[config.mk]
export PLATFORM = sky130hd
export DESIGN_NAME = snd_i2s_tx
export DESIGN_NICKNAME = d
export VERILOG_FILES = /design/src/rtl/snd_i2s_tx.sv
export SDC_FILE = /design/constraint.sdc
export NUM_CORES = 1
export LEC_CHECK = 0
export CORE_MARGIN = 8
export CORE_UTILIZATION = 53
export CTS_BUF_LIST = sky130_fd_sc_hd__clkbuf_4
export DETAILED_ROUTE_END_ITERATION = 7
export PLACE_DENSITY = 0.75
export SYNTH_ARGS = -nofsm -noshare
export SYNTH_HDL_FRONTEND = slang
export SYNTH_SLANG_ARGS = --single-unit
export TNS_END_PERCENT = 20
[constraint.sdc]
create_clock -name ACLK -period 2.52 [get_ports ACLK]
set_clock_uncertainty 0.2 [all_clocks]
set_input_delay 0.756 -clock ACLK [delete_from_list [all_inputs] [get_ports ACLK]]
set_output_delay 0.756 -clock ACLK [all_outputs]
set_load 0.01 [all_outputs]
[src/rtl/snd_i2s_tx.sv]
// ---------------------------------------------------------------------------
// snd_i2s_tx -- mono-to-stereo I2S transmitter with a small sample FIFO.
//
// The FIR filter output is strobed in (din/din_valid), queued in a FIFO and
// sent once per frame. The same sample goes out on the left and right
// channels, MSB first, with the standard one-bit I2S delay after LRCK.
// The bit clock is derived from ACLK: each BCLK half-period lasts BCLK_DIV
// ACLK cycles.
//
// Parameters
//   BCLK_DIV    ACLK cycles per BCLK half-period (2..255)
//   FIFO_DEPTH  sample buffer entries (power of two, >= 2)
//
// Ports
//   ACLK        block clock, all logic on the rising edge
//   ARST        synchronous active-high reset
//   en          transmitter enable; low flushes the FIFO and idles the bus
//   din         16-bit signed PCM sample (sent as raw bits)
//   din_valid   one-cycle strobe qualifying din (no back-pressure)
//   stat_clr    clears the sticky ovf/udf flags
//   BCLK        serial bit clock
//   LRCK        word select (0 = left, 1 = right)
//   SDATA       serial data
//   fifo_level  current FIFO occupancy
//   ovf         sticky: a sample was dropped because the FIFO was full
//   udf         sticky: a frame started with the FIFO empty
// ---------------------------------------------------------------------------
module snd_i2s_tx #(
    parameter int BCLK_DIV   = 4,
    parameter int FIFO_DEPTH = 4
) (
    input  logic                         ACLK,
    input  logic                         ARST,
    input  logic                         en,
    input  logic [15:0]                  din,
    input  logic                         din_valid,
    input  logic                         stat_clr,
    output logic                         BCLK,
    output logic                         LRCK,
    output logic                         SDATA,
    output logic [$clog2(FIFO_DEPTH):0]  fifo_level,
    output logic                         ovf,
    output logic                         udf
);

    localparam int DIV_W = $clog2(BCLK_DIV);
    localparam int PTR_W = (FIFO_DEPTH > 1) ? $clog2(FIFO_DEPTH) : 1;
    localparam int LVL_W = $clog2(FIFO_DEPTH) + 1;

    // ---------------------------------------------------------------------
    // State
    // ---------------------------------------------------------------------
    logic [DIV_W-1:0] r_div_cnt;
    logic             r_bclk;
    logic [4:0]       r_slot;
    logic             r_lrck;
    logic [15:0]      r_shift;
    logic [15:0]      r_hold;
    logic             r_sdata;
    logic [PTR_W-1:0] r_wr_ptr;
    logic [PTR_W-1:0] r_rd_ptr;
    logic [LVL_W-1:0] r_level;
    logic             r_ovf;
    logic             r_udf;
    logic [15:0]      r_fifo_mem [FIFO_DEPTH];

    // ---------------------------------------------------------------------
    // Combinational decode
    // ---------------------------------------------------------------------
    logic             w_tc;
    logic             w_fall;
    logic             w_empty;
    logic             w_full;
    logic             w_pop_slot;
    logic             w_reload;
    logic             w_pop;
    logic             w_push;
    logic             w_ovf_set;
    logic             w_udf_set;
    logic [15:0]      w_head;
    logic [15:0]      w_hold_next;
    logic [15:0]      w_shift_next;
    logic [4:0]       w_slot_next;

    assign w_tc        = (r_div_cnt == DIV_W'(BCLK_DIV - 1));
    // A falling event is the terminal count while BCLK is currently high.
    assign w_fall      = en && w_tc && r_bclk;
    assign w_empty     = (r_level == '0);
    assign w_full      = (r_level == LVL_W'(FIFO_DEPTH));
    assign w_slot_next = r_slot + 5'd1;

    // Leaving slot 0 starts a frame (fetch a new sample); leaving slot 16
    // starts the right channel (replay the held sample).
    assign w_pop_slot  = w_fall && (r_slot == 5'd0);
    assign w_reload    = w_fall && (r_slot == 5'd16);

    assign w_pop       = w_pop_slot && !w_empty;
    // A pop in the same cycle frees the slot a full FIFO would otherwise lack.
    assign w_push      = en && din_valid && (!w_full || w_pop);
    assign w_ovf_set   = en && din_valid && w_full && !w_pop;
    assign w_udf_set   = w_pop_slot && w_empty;

    // The head is read asynchronously; hold_reg is the register stage that
    // captures it, so the sample is available on the pop edge itself.
    assign w_head      = r_fifo_mem[r_rd_ptr];

    always_comb begin
        w_hold_next = r_hold;
        if (w_pop_slot) begin
            // An empty FIFO at frame start sends silence on both channels.
            w_hold_next = w_pop ? w_head : 16'h0000;
        end
    end

    always_comb begin
        w_shift_next = r_shift;
        if (w_pop_slot) begin
            w_shift_next = w_hold_next;
        end else if (w_reload) begin
            w_shift_next = r_hold;
        end else if (w_fall) begin
            w_shift_next = {r_shift[14:0], 1'b0};
        end
    end

    // ---------------------------------------------------------------------
    // Bit clock, slot counter and serialiser
    // ---------------------------------------------------------------------
    always_ff @(posedge ACLK) begin
        if (ARST) begin
            r_div_cnt <= '0;
            r_bclk    <= 1'b0;
            r_slot    <= 5'd0;
            r_lrck    <= 1'b0;
            r_shift   <= 16'h0000;
            r_hold    <= 16'h0000;
            r_sdata   <= 1'b0;
        end else if (!en) begin
            // Idle: everything restarts from a clean frame boundary. hold_reg
            // is left alone; it is always refilled before it is sent again.
            r_div_cnt <= '0;
            r_bclk    <= 1'b0;
            r_slot    <= 5'd0;
            r_lrck    <= 1'b0;
            r_shift   <= 16'h0000;
            r_sdata   <= 1'b0;
        end else begin
            if (w_tc) begin
                r_div_cnt <= '0;
                r_bclk    <= ~r_bclk;
            end else begin
                r_div_cnt <= r_div_cnt + DIV_W'(1);
            end
            if (w_fall) begin
                r_slot <= w_slot_next;
                r_lrck <= w_slot_next[4];
            end
            r_hold  <= w_hold_next;
            r_shift <= w_shift_next;
            // SDATA tracks the MSB of the shifter as it will be after this
            // edge, so data changes on the same edge as the slot.
            r_sdata <= w_shift_next[15];
        end
    end

    // ---------------------------------------------------------------------
    // Sample FIFO
    // ---------------------------------------------------------------------
    always_ff @(posedge ACLK) begin
        if (w_push) begin
            r_fifo_mem[r_wr_ptr] <= din;
        end
    end

    always_ff @(posedge ACLK) begin
        if (ARST || !en) begin
            r_wr_ptr <= '0;
            r_rd_ptr <= '0;
            r_level  <= '0;
        end else begin
            if (w_push) begin
                r_wr_ptr <= r_wr_ptr + PTR_W'(1);
            end
            if (w_pop) begin
                r_rd_ptr <= r_rd_ptr + PTR_W'(1);
            end
            case ({w_push, w_pop})
                2'b10:   r_level <= r_level + LVL_W'(1);
                2'b01:   r_level <= r_level - LVL_W'(1);
                default: r_level <= r_level;
            endcase
        end
    end

    // ---------------------------------------------------------------------
    // Sticky status; a new event wins over a simultaneous clear.
    // ---------------------------------------------------------------------
    always_ff @(posedge ACLK) begin
        if (ARST) begin
            r_ovf <= 1'b0;
            r_udf <= 1'b0;
        end else begin
            r_ovf <= (stat_clr ? 1'b0 : r_ovf) | w_ovf_set;
            r_udf <= (stat_clr ? 1'b0 : r_udf) | w_udf_set;
        end
    end

    assign BCLK       = r_bclk;
    assign LRCK       = r_lrck;
    assign SDATA      = r_sdata;
    assign fifo_level = r_level;
    assign ovf        = r_ovf;
    assign udf        = r_udf;

endmodule

==> flow_metrics.tcl, run 1 <==
set metrics [dict create \
    core.rowCount 34 \
    worst_path_max_delay_cell "sky130_fd_sc_hd__clkdlybuf4s50_1" \
    worstSetupStartpointType "flip-flop" \
    critical_path_required_ps 1560 \
    detail_route.wl_per_cell_um 18.51 \
    first_pass_iters 5 \
    clk_pin_slew_worst_paths_ps 120 \
    setup_violations 0 \
    gp_congestion 0.8715 \
    worstSetupStartpoint "BCLK$_SDFFE_PP0N_" \
    detailroute.via_count 2969 \
    worst_slew_pin_tran_ps 731.0 \
    grt.overflow.total 0 \
    die_height_um 109.2 \
    fillCellCount 605 \
    antenna_found_initial 0 \
    htreeDepth 4 \
    critical_path.n_buffers_inverters 1 \
    cts_num_sinks 115 \
    areaGrowthSynthToFinish_pct 21.81 \
    yosysWarningCount 0 \
    drt_iter0_markers 156 \
    timing.final.max_slew_violations 0 \
    clk_latency_worst_skew_pair_ps 500 \
    ff2ff_setup_slack_ps 100 \
    num-nets-final 418 \
    groute.usage.overall_pct 17.11 \
    vias_per_cell 5.822 \
    design.core.area_um2 8551 \
    critPathMaxFanout 5 \
    die_w_um 109.2 \
    number_of_synthesized_flops_with_an_enable_pin 64 \
    clk_root_buffer_cell "sky130_fd_sc_hd__clkbuf_4" \
    ys_dominant_reg_cell "sky130_fd_sc_hd__edfxtp_1" \
    synth_fp_nets 355 \
    critPathTopFamily "buffers and inverters" \
    placed_area_um2 5293 \
    unrepaired_setup_endpoints_after_global_routing "no" \
    grt_first_pass_wirelength_mm 15.37 \
    crit_path_cell_trace "clkdlybuf4s50_1" \
    fraction_of_synthesis_flops_using_an_asynchronous_set_or_reset_pin_pct 0 \
    layout.cell_area.non_filler_um2 5605 \
    multiInputGateArea_um2 1559 \
    critical_path_cell_count 1 \
    timing.slew.headroom_pct 51.08 \
    placement.io_buffers 28 \
    max_freq_mhz 409.5 \
    route.final.wire_length_mm 9.440 \
    seq_area_um2 2947 \
    final.min_clock_period_ps 2442 \
    initial_utilization_pct 53.82 \
    syn_inst 326 \
    number_of_top_level_pins 29 \
    numCtsBuffers 17 \
    grt_start_max_net_pins 24 \
    residual_drc_count 0 \
    hold-worst-slack_ps 242.1 \
    via_count_of_the_first_global_routing_pass 3050 \
    ir_drop_mv 0.4017 \
    holdCritPathClass "reg -> reg" \
    tns_ps 0 \
    postSynthAreaPerCell_um2 14.12 \
    finalHoldViolations 0 \
    reg2reg_from "r_slot[0]$_SDFFE_PP0P_" \
    endpoint_of_the_most_critical_setup_path "BCLK" \
    cp_arrival_ps 1490 \
    synth.ff_latch_count 115 \
    fp.dieArea_um2 11920 \
    ctsHoldBuffers 0 \
    reg2reg_depth 7 \
    cts_buffer_depth 2 \
    critPathMaxStageDelay_ps 560 \
    max-cap-violations 0 \
    mapped_area_um2 4602 \
    p_leak_uw 0.001954 \
    final_layout_size_suffix_gt1_share_pct 24.63 \
    insertedDiodeCount 0 \
    ys_seq_area_share_pct 63.95 \
    cts_tree "yes" \
    share_of_the_clock_period_used_by_the_worst_path_pct 96.91 \
    worstReg2RegEnd "r_fifo_mem[3][3]$_DFFE_PP_" \
    worst_setup_path_end_kind "output pin" \
    dp.final_hpwl_mm 6.469 \
    route.antenna.remaining_nets 0 \
    status "finished, final reports clean" \
    p_per_area_nw_per_um2 627.4 \
    synth.distinct_cells 45 \
    path_class "reg -> out" \
]
-- stage by stage --
| step | util, % | setup WS [ps] | cells | total power (µW) |
|---|---|---|---|---|
| global placement | 61.90 | -430.1 | 478 | 2180 |
| floorplan | - | -96.79 | 326 | 2099 |
| global route | 65.55 | 11.72 | 510 | 3644 |
| finish | 65.55 | 77.95 | 510 | 3517 |
| CTS | 65.53 | 9.334 | 510 | 3556 |
| detailed placement | 61.90 | -499.8 | 478 | 2187 |
-- registers in the layout, summed over array words and instances (netlist names), named ones only --
| register | flops |
|---|---|
| r_slot | 5 |
| r_wr_ptr | 2 |
| r_hold | 16 |
| r_div_cnt | 2 |
| fifo_level | 3 |
| ovf | 1 |
| r_fifo_mem | 64 |
| r_shift | 16 |
| BCLK | 1 |
| udf | 1 |
| r_rd_ptr | 2 |
-- area by class of cell --
cell class / instances / share of cell area (%)
multi-input combinational: 184 / 27.81
clock inverter: 15 / 3.103
sequential: 115 / 52.57
inverter: 6 / 0.4018
clock buffer: 17 / 2.277
timing repair buffer: 65 / 11.43
tap: 108 / 2.411
-- metal layers --
metal | vias to the layer above | wire length, µm | global-route usage, % | part of all wire, %
met1 | 1462 | 4208 | 21.58 | 45
met2 | 82 | 4742 | 27.34 | 50
met4 | 0 | 66 | 6.943 | 0.70
li1 | 1417 | - | - | -
met5 | - | 0 | 0 | 0
met3 | 8 | 421 | 4.787 | 4.5
-- how the worst min path moves through the flow --
stage	from	endpoint	slack, ps	depth (start not counted)
2_1_floorplan	r_div_cnt[0]$_SDFF_PP0_	r_div_cnt[0]$_SDFF_PP0_	200	1
3_3_place_gp	r_div_cnt[0]$_SDFF_PP0_	r_div_cnt[0]$_SDFF_PP0_	210	1
3_5_place_dp	r_div_cnt[0]$_SDFF_PP0_	r_div_cnt[0]$_SDFF_PP0_	220	1
4_1_cts	r_div_cnt[0]$_SDFF_PP0_	r_div_cnt[0]$_SDFF_PP0_	240	1
5_1_grt	r_div_cnt[0]$_SDFF_PP0_	r_div_cnt[0]$_SDFF_PP0_	260	1
6_report	r_div_cnt[0]$_SDFF_PP0_	r_div_cnt[0]$_SDFF_PP0_	240	1
-- cell usage in the layout (no fill, tap or decap), drive strengths merged, types with 7 or more instances in the layout --
cell	Yosys	layout
a21oi	11	11
a221oi	12	12
a22o	16	16
and3	9	9
buf	7	37
clkbuf	14	17
clkdlybuf4s50	0	24
dfxtp	51	51
edfxtp	64	64
ha	7	7
inv	6	11
mux4	16	16
nand2	10	10
nor2	25	25
o21ai	9	9
o221ai	10	10
-- cell usage after synthesis (2+ instances only) --
cell type                  number  area [µm²]
sky130_fd_sc_hd__edfxtp_1      64        1922
sky130_fd_sc_hd__nor2_1        25       93.84
sky130_fd_sc_hd__ha_1           7       87.58
sky130_fd_sc_hd__xnor2_1        6       52.55
sky130_fd_sc_hd__a21oi_1       11       55.05
sky130_fd_sc_hd__nand4_1        4       25.02
sky130_fd_sc_hd__nand2_1       10       37.54
sky130_fd_sc_hd__nand2b_1       3       18.77
sky130_fd_sc_hd__clkbuf_1      14       52.55
sky130_fd_sc_hd__nor4b_1        2       17.52
sky130_fd_sc_hd__a211oi_1       5       37.54
sky130_fd_sc_hd__a21o_1         2       15.01
sky130_fd_sc_hd__a22o_1        16       140.1
sky130_fd_sc_hd__and2_1         3       18.77
sky130_fd_sc_hd__buf_6          2       22.52
sky130_fd_sc_hd__nand3_1        5       25.02
sky130_fd_sc_hd__nor3b_1        3       22.52
sky130_fd_sc_hd__o21ai_0        9       45.04
sky130_fd_sc_hd__a21boi_0       2       15.01
sky130_fd_sc_hd__a31oi_1        2       12.51
sky130_fd_sc_hd__inv_1          6       22.52
sky130_fd_sc_hd__dfxtp_1       51        1021
sky130_fd_sc_hd__buf_2          3       15.01
sky130_fd_sc_hd__nor2b_1        2       12.51
sky130_fd_sc_hd__o221ai_1      10       87.58
sky130_fd_sc_hd__mux4_2        16       360.4
sky130_fd_sc_hd__a221oi_1      12       105.1
sky130_fd_sc_hd__and3_1         9       56.30
sky130_fd_sc_hd__nor3_1         3       15.01
sky130_fd_sc_hd__xor2_1         3       26.28
sky130_fd_sc_hd__a211o_1        2       17.52
-- cell families (layout without fill, tap and decap cells) --
kind of cell	Yosys count	in the layout	synth area share, %
adders and majority gates	8	8	2.338
muxes	17	17	8.048
DFF	115	115	63.95
and+or+nand+nor	76	76	9.027
AOI/OAI and AO/OA	74	74	12.07
buffers and inverters	27	103	2.854
xor gates and xnor gates	9	9	1.713
-- timing repair --
item / CTS / global route
resized for setup: 8 / 1
setup endpoints to repair: 5 / 1
pin swaps: 0 / 2
endpoints found under the hold margin: 0 / 0
buffers inserted: 0 / 0
-- power by group --
group          leakage (µW)  internal [µW]  switching (µW)
Combinational      0.000804           70.0            73.2
Clock              0.000156            615             758
Sequential         0.000994           1990            5.85
Note: power is estimated with default switching activity, not from simulation.
==> inputs of run 2 (changes only) <==
Clock period 2.52 ns to 2.15 ns, I/O delays scaled along.
==> run 2 against run 1 <==
Against the previous run: setup slack worse by 310 ps; count of clock-buffer cells in the layout stayed put; via count is 2.3% higher; sequential cell count stayed put; critical path depth is 8 higher; total power is 12% higher; largest cell class unchanged; worst hold slack worse by 7.3 ps; clock power is 4% higher; the run now ends with negative setup slack left; core utilization is 2.0 points higher; cell area is 3.0% higher.
==> flow_metrics.tcl, run 2 (synthesized netlist as in run 1, its figures left out) <==
set metrics [dict create \
    status "finished with violations" \
    violations "negative setup slack" \
    critical_path_required_ps 2340 \
    worst_setup_path_end_kind "flip-flop" \
    critPathMaxStageDelay_ps 400 \
    dpl.cell_count 485 \
    critical_path_cell_count 9 \
    worstReg2RegEnd "fifo_level[2]$_SDFFE_PP0P_" \
    htreeDepth 4 \
    holdCritPathClass "reg -> reg" \
    grt.overflow.total 0 \
    first_pass_iters 4 \
    fillCellCount 578 \
    route.final.wire_length_mm 9.684 \
    largest_register_ffs 64 \
    num-nets-final 430 \
    cts_buffer_depth 2 \
    residual_drc_count 0 \
    drt_iter0_markers 143 \
    detailroute.via_count 3037 \
    numCtsBuffers 17 \
    clk_root_buffer_cell "sky130_fd_sc_hd__clkbuf_4" \
    setup_violations 47 \
    clk_latency_worst_skew_pair_ps 480 \
    registers.top_by_ff_count "r_fifo_mem" \
    vias_per_cell 5.818 \
    worstSetupStartpoint "r_slot[1]$_SDFFE_PP0P_" \
    endpoint_of_the_most_critical_setup_path "fifo_level[2]$_SDFFE_PP0P_" \
    reg2reg_depth 9 \
    biggestRegsByFlops "r_fifo_mem (64), r_hold (16), r_shift (16)" \
    ir_drop_mv 0.4754 \
    critical_path.n_buffers_inverters 1 \
    cp_arrival_ps 2570 \
    unrepaired_setup_endpoints_after_global_routing "yes" \
    placement.io_buffers 28 \
    max-cap-violations 0 \
    worst_path_max_delay_cell "sky130_fd_sc_hd__or3b_4" \
    fp.dieArea_um2 11920 \
    areaGrowthSynthToFinish_pct 25.48 \
    max_freq_mhz 419.4 \
    antenna_found_initial 0 \
    number_of_top_level_pins 29 \
    crit_path_cell_trace "inv_2 -> ha_4 -> or3b_4 -> nor4_4 -> nand2_1 -> fa_2 -> a211o_1 -> a31oi_1 -> a21oi_1" \
    most-common-layout-cells "sky130_fd_sc_hd__edfxtp_1 (64), sky130_fd_sc_hd__dfxtp_1 (47), sky130_fd_sc_hd__buf_4 (35), sky130_fd_sc_hd__nor2_1 (24), sky130_fd_sc_hd__clkdlybuf4s50_1 (20)" \
    hold_path_startpoint "r_div_cnt[0]$_SDFF_PP0_" \
    timing.final.max_slew_violations 0 \
    die_height_um 109.2 \
    share_of_the_clock_period_used_by_the_worst_path_pct 110.9 \
    reg2reg_from "r_slot[1]$_SDFFE_PP0P_" \
    grt_start_max_net_pins 23 \
    insertedDiodeCount 0 \
    groute.usage.overall_pct 16.27 \
    core.rowCount 34 \
    layout.cells.most_common "sky130_fd_sc_hd__edfxtp_1" \
    dp.final_hpwl_mm 6.258 \
    route.antenna.remaining_nets 0 \
    ff2ff_setup_slack_ps -230 \
    p_leak_uw 0.002011 \
    clk_pin_slew_worst_paths_ps 120 \
    final.min_clock_period_ps 2385 \
    tns_ps -910.7 \
    via_count_of_the_first_global_routing_pass 2980 \
    critPathMaxFanout 4 \
    worstSetupStartpointType "flip-flop" \
    critPathTopFamily "simple AND/OR/NAND/NOR gates" \
    cts_num_sinks 115 \
    final_layout_size_suffix_gt1_share_pct 28.99 \
    design.core.area_um2 8551 \
    postLayoutSetupSlackWorst_ps -234.6 \
    finalHoldViolations 0 \
    gp_congestion 0.8146 \
    path_class "reg -> reg" \
    dp_worst_setup_slack_ps -711.6 \
    worst_slew_pin_tran_ps 727.7 \
    final_core_utilization_pct 67.53 \
    p_per_area_nw_per_um2 683.6 \
    ctsHoldBuffers 0 \
    grt_first_pass_wirelength_mm 14.80 \
    initial_utilization_pct 53.82 \
    detail_route.wl_per_cell_um 18.55 \
    die_w_um 109.2 \
    cts_tree "yes" \
    fin_cells 522 \
    timing.slew.headroom_pct 51.31 \
]
## run 2: cell types whose count changed in the layout (fill, tap and decap cells not counted), sizes merged
| cell | previous run | this run |
|---|---|---|
| and3 | 9 | 10 |
| buf | 37 | 46 |
| bufinv | 2 | 1 |
| clkbuf | 17 | 21 |
| clkdlybuf4s15 | 0 | 3 |
| clkdlybuf4s50 | 24 | 20 |
| clkinv | 6 | 9 |
| clkinvlp | 2 | 3 |
| dlygate4sd2 | 4 | 3 |
| inv | 11 | 8 |
## run 2: area by class of cell
| type | instances | area, µm² | area share, % |
|---|---|---|---|
| clock buffers | 17 | 127.6 | 2.210 |
| clock inverters | 15 | 136.4 | 2.362 |
| inverters | 6 | 22.52 | 0.3900 |
| multi-input cells | 185 | 1612 | 27.91 |
| flip-flops and latches | 115 | 2948 | 51.05 |
| well taps | 108 | 135.1 | 2.340 |
| repair buffers | 76 | 793.3 | 13.74 |
## run 2: timing repair
| action | 4_1_cts | 5_1_grt |
|---|---|---|
| pin swaps | 3 | 5 |
| setup buffers | 0 | 1 |
| setup endpoints to repair | 74 | 88 |
| gates cloned | 1 | 3 |
| resized for setup | 26 | 10 |
## run 2: power breakdown
| group | internal (µW) | switching (µW) |
|---|---|---|
| logic | 86.9 | 89.1 |
| clock network | 581 | 845 |
| registers | 2340 | 6.74 |
| total | 3010 | 941 |
## run 2: metal layers
| metal | up-vias | wire length (µm) | track usage (%) |
|---|---|---|---|
| met5 | - | 0 | 0 |
| met4 | 0 | 75 | 6.075 |
| met3 | 8 | 463 | 4.846 |
| met2 | 95 | 4955 | 26.00 |
| met1 | 1489 | 4189 | 20.54 |
| li1 | 1445 | - | - |
## run 2: worst min path at each step
stage | to | slack [ps] | cells past startpoint
finish | r_div_cnt[0]$_SDFF_PP0_ | 230 | 1
global route | r_div_cnt[0]$_SDFF_PP0_ | 240 | 1
CTS | r_div_cnt[0]$_SDFF_PP0_ | 230 | 1
detailed placement | r_div_cnt[0]$_SDFF_PP0_ | 220 | 1
global placement | r_div_cnt[0]$_SDFF_PP0_ | 220 | 1
floorplan | r_div_cnt[0]$_SDFF_PP0_ | 200 | 1
## run 2: stage by stage
step / cell area (µm²) / total power (µW) / hold slack (ps)
after global placement: 5354 / 2556 / 216.7
after floorplan: 4629 / 2461 / 204.3
after global routing: 5774 / 4072 / 239.5
after CTS: 5664 / 3971 / 232.8
final: 5774 / 3947 / 234.8
after detailed placement: 5354 / 2562 / 218.9
==> inputs of run 3 (changes only) <==
Settings changed: CTS_BUF_LIST sky130_fd_sc_hd__clkbuf_4 to default.
==> run 3 against run 2 <==
Against the previous run: the run still ends with negative setup slack left; combinational power barely moved; setup slack better by 0.53 ps; total power grew 29%; sequential share of layout area fell by 2.1 points; register-to-register slack about the same; fmax is essentially flat; clock power rose by 79%; sequential cell count is the same; first-iteration DRC count increased by 45%; cell area grew 4.2%.
==> flow_metrics.tcl, run 3 (synthesized netlist as in run 1, its figures left out) <==
set metrics [dict create \
    grt_start_max_net_pins 23 \
    registers.top_by_ff_count "r_fifo_mem" \
    areaGrowthSynthToFinish_pct 30.78 \
    p_total_uw 5089 \
    worst_slew_pin_tran_ps 722.1 \
    reg2reg_from "r_slot[1]$_SDFFE_PP0P_" \
    worst_path_max_delay_cell "sky130_fd_sc_hd__or3b_4" \
    final_core_utilization_pct 70.38 \
    critical_path.n_buffers_inverters 1 \
    cts_buffer_depth 2 \
    grt.overflow.total 0 \
    insertedDiodeCount 0 \
    fin_cells 521 \
    worstReg2RegEnd "fifo_level[2]$_SDFFE_PP0P_" \
    route.final.wire_length_mm 10.32 \
    worst_setup_path_end_kind "flip-flop" \
    first_pass_iters 5 \
    ir_drop_mv 0.7947 \
    placement.io_buffers 28 \
    cp_arrival_ps 2580 \
    clk_root_buffer_cell "sky130_fd_sc_hd__clkbuf_8" \
    groute.usage.overall_pct 17.70 \
    detail_route.wl_per_cell_um 19.82 \
    destination_of_the_worst_hold_path "r_div_cnt[0]$_SDFF_PP0_" \
    grt_use_met3_pct 6.383 \
    unrepaired_setup_endpoints_after_global_routing "yes" \
    residual_drc_count 0 \
    number_of_top_level_pins 29 \
    cts_num_sinks 115 \
    worstSetupStartpointType "flip-flop" \
    die_w_um 109.2 \
    timing.final.max_slew_violations 0 \
    holdCritPathClass "reg -> reg" \
    grt_first_pass_wirelength_mm 15.79 \
    critPathMaxStageDelay_ps 400 \
    largest_register_ffs 64 \
    num-nets-final 429 \
    gp_congestion 0.8146 \
    hold-worst-slack_ps 228.8 \
    layout.cells.most_common "sky130_fd_sc_hd__edfxtp_1" \
    detailroute.via_count 3120 \
    final.min_clock_period_ps 2384 \
    status "finished with violations" \
    violations "negative setup slack" \
    final_layout_size_suffix_gt1_share_pct 28.81 \
    biggestRegsByFlops "r_fifo_mem (64), r_hold (16), r_shift (16)" \
    core.rowCount 34 \
    max-cap-violations 0 \
    vias_per_cell 5.988 \
    antenna_found_initial 0 \
    worst_hold_path_stage_count 1 \
    finalHoldViolations 0 \
    route.antenna.remaining_nets 0 \
    grt_util_met2_pct 28.25 \
    use_met1_pct 22.00 \
    htreeDepth 4 \
    critPathTopFamily "simple AND/OR/NAND/NOR gates" \
    reg2reg_depth 9 \
    hold_path_startpoint "r_div_cnt[0]$_SDFF_PP0_" \
    p_leak_uw 0.002125 \
    setup_violations 40 \
    most-common-layout-cells "sky130_fd_sc_hd__edfxtp_1 (64), sky130_fd_sc_hd__dfxtp_1 (48), sky130_fd_sc_hd__buf_4 (36), sky130_fd_sc_hd__nor2_1 (25), sky130_fd_sc_hd__clkdlybuf4s50_1 (20)" \
    share_of_the_clock_period_used_by_the_worst_path_pct 110.9 \
    fillCellCount 532 \
    die_height_um 109.2 \
    fp.dieArea_um2 11920 \
    drt_iter0_markers 208 \
    via_count_of_the_first_global_routing_pass 3100 \
    clk_latency_worst_skew_pair_ps 510 \
    initial_utilization_pct 53.82 \
    path_class "reg -> reg" \
    p_per_area_nw_per_um2 845.6 \
    max_freq_mhz 419.5 \
    ff2ff_setup_slack_ps -230 \
    cts_tree "yes" \
    gr_busiest_metal "met2" \
    numCtsBuffers 17 \
    dpl.cell_count 485 \
    critical_path_required_ps 2340 \
    timing.slew.headroom_pct 51.68 \
    crit_path_cell_trace "inv_2 -> ha_4 -> or3b_4 -> nor4_4 -> nand2_1 -> fa_2 -> a211o_1 -> a31oi_1 -> a21oi_1" \
    postLayoutSetupSlackWorst_ps -234.0 \
    design.core.area_um2 8551 \
    critPathMaxFanout 4 \
    dp.final_hpwl_mm 6.258 \
    clk_pin_slew_worst_paths_ps 60 \
]
==> run 3: metal layers <==
layer,part of all wire (%),vias up
li1,-,1431
met4,1.5,0
met5,0,-
met3,5.4,19
met2,50,123
met1,43,1547
==> run 3: per-stage QoR <==
stage,setup slack [ps],cell area [µm²],setup TNS (ps)
floorplan,-466.8,4629,-16400
global placement,-674.4,5354,-39180
detailed placement,-711.6,5354,-39010
CTS,-228.2,5939,-7048
global route,-342.3,6018,-2736
finish,-234.0,6018,-1057
==> run 3: worst reg2reg max path, delay by kind of cell (launching register included) <==
family | cells | cell delay, ps
flops | 1 | 320
simple gates | 3 | 690
compound gates | 3 | 510
fa+ha+maj | 2 | 500
buf+inv | 1 | 60
==> run 3: power breakdown <==
| group | switching (µW) | total, µW | leakage, µW | internal (µW) |
|---|---|---|---|---|
| logic | 91.0 | 177 | 0.000869 | 85.7 |
| registers | 7.72 | 2350 | 0.000994 | 2340 |
| clock network | 1030 | 2560 | 0.000262 | 1540 |
==> run 3: layout make-up <==
class / instances / area [µm²] / area share, %
Sequential cell: 115 / 2947 / 48.96
Multi-Input combinational cell: 185 / 1609 / 26.74
Timing Repair Buffer: 75 / 754.5 / 12.54
Clock buffer: 17 / 414.1 / 6.881
Clock inverter: 15 / 136.4 / 2.266
Tap cell: 108 / 135.1 / 2.245
Inverter: 6 / 22.52 / 0.3742
==> run 3: repair_timing <==
| action | 4_1_cts | 5_1_grt |
|---|---|---|
| cloned | 1 | 2 |
| hold buffers | 0 | 0 |
| endpoints found under the setup margin | 74 | 88 |
| setup buffers | 0 | 1 |
| resized for setup | 21 | 14 |
| pin swaps | 3 | 5 |
==> run 3: worst max-delay path by stage <==
stage                           start                         end  slack, ps  cells past startpoint
2_1_floorplan  r_slot[1]$_SDFFE_PP0P_  fifo_level[2]$_SDFFE_PP0P_       -470                     10
3_3_place_gp                       en  fifo_level[2]$_SDFFE_PP0P_       -670                      8
3_5_place_dp                       en  fifo_level[2]$_SDFFE_PP0P_       -710                      8
4_1_cts        r_slot[1]$_SDFFE_PP0P_  fifo_level[2]$_SDFFE_PP0P_       -230                      9
5_1_grt        r_slot[1]$_SDFFE_PP0P_  fifo_level[2]$_SDFFE_PP0P_       -340                      9
6_report       r_slot[1]$_SDFFE_PP0P_  fifo_level[2]$_SDFFE_PP0P_       -230                      9
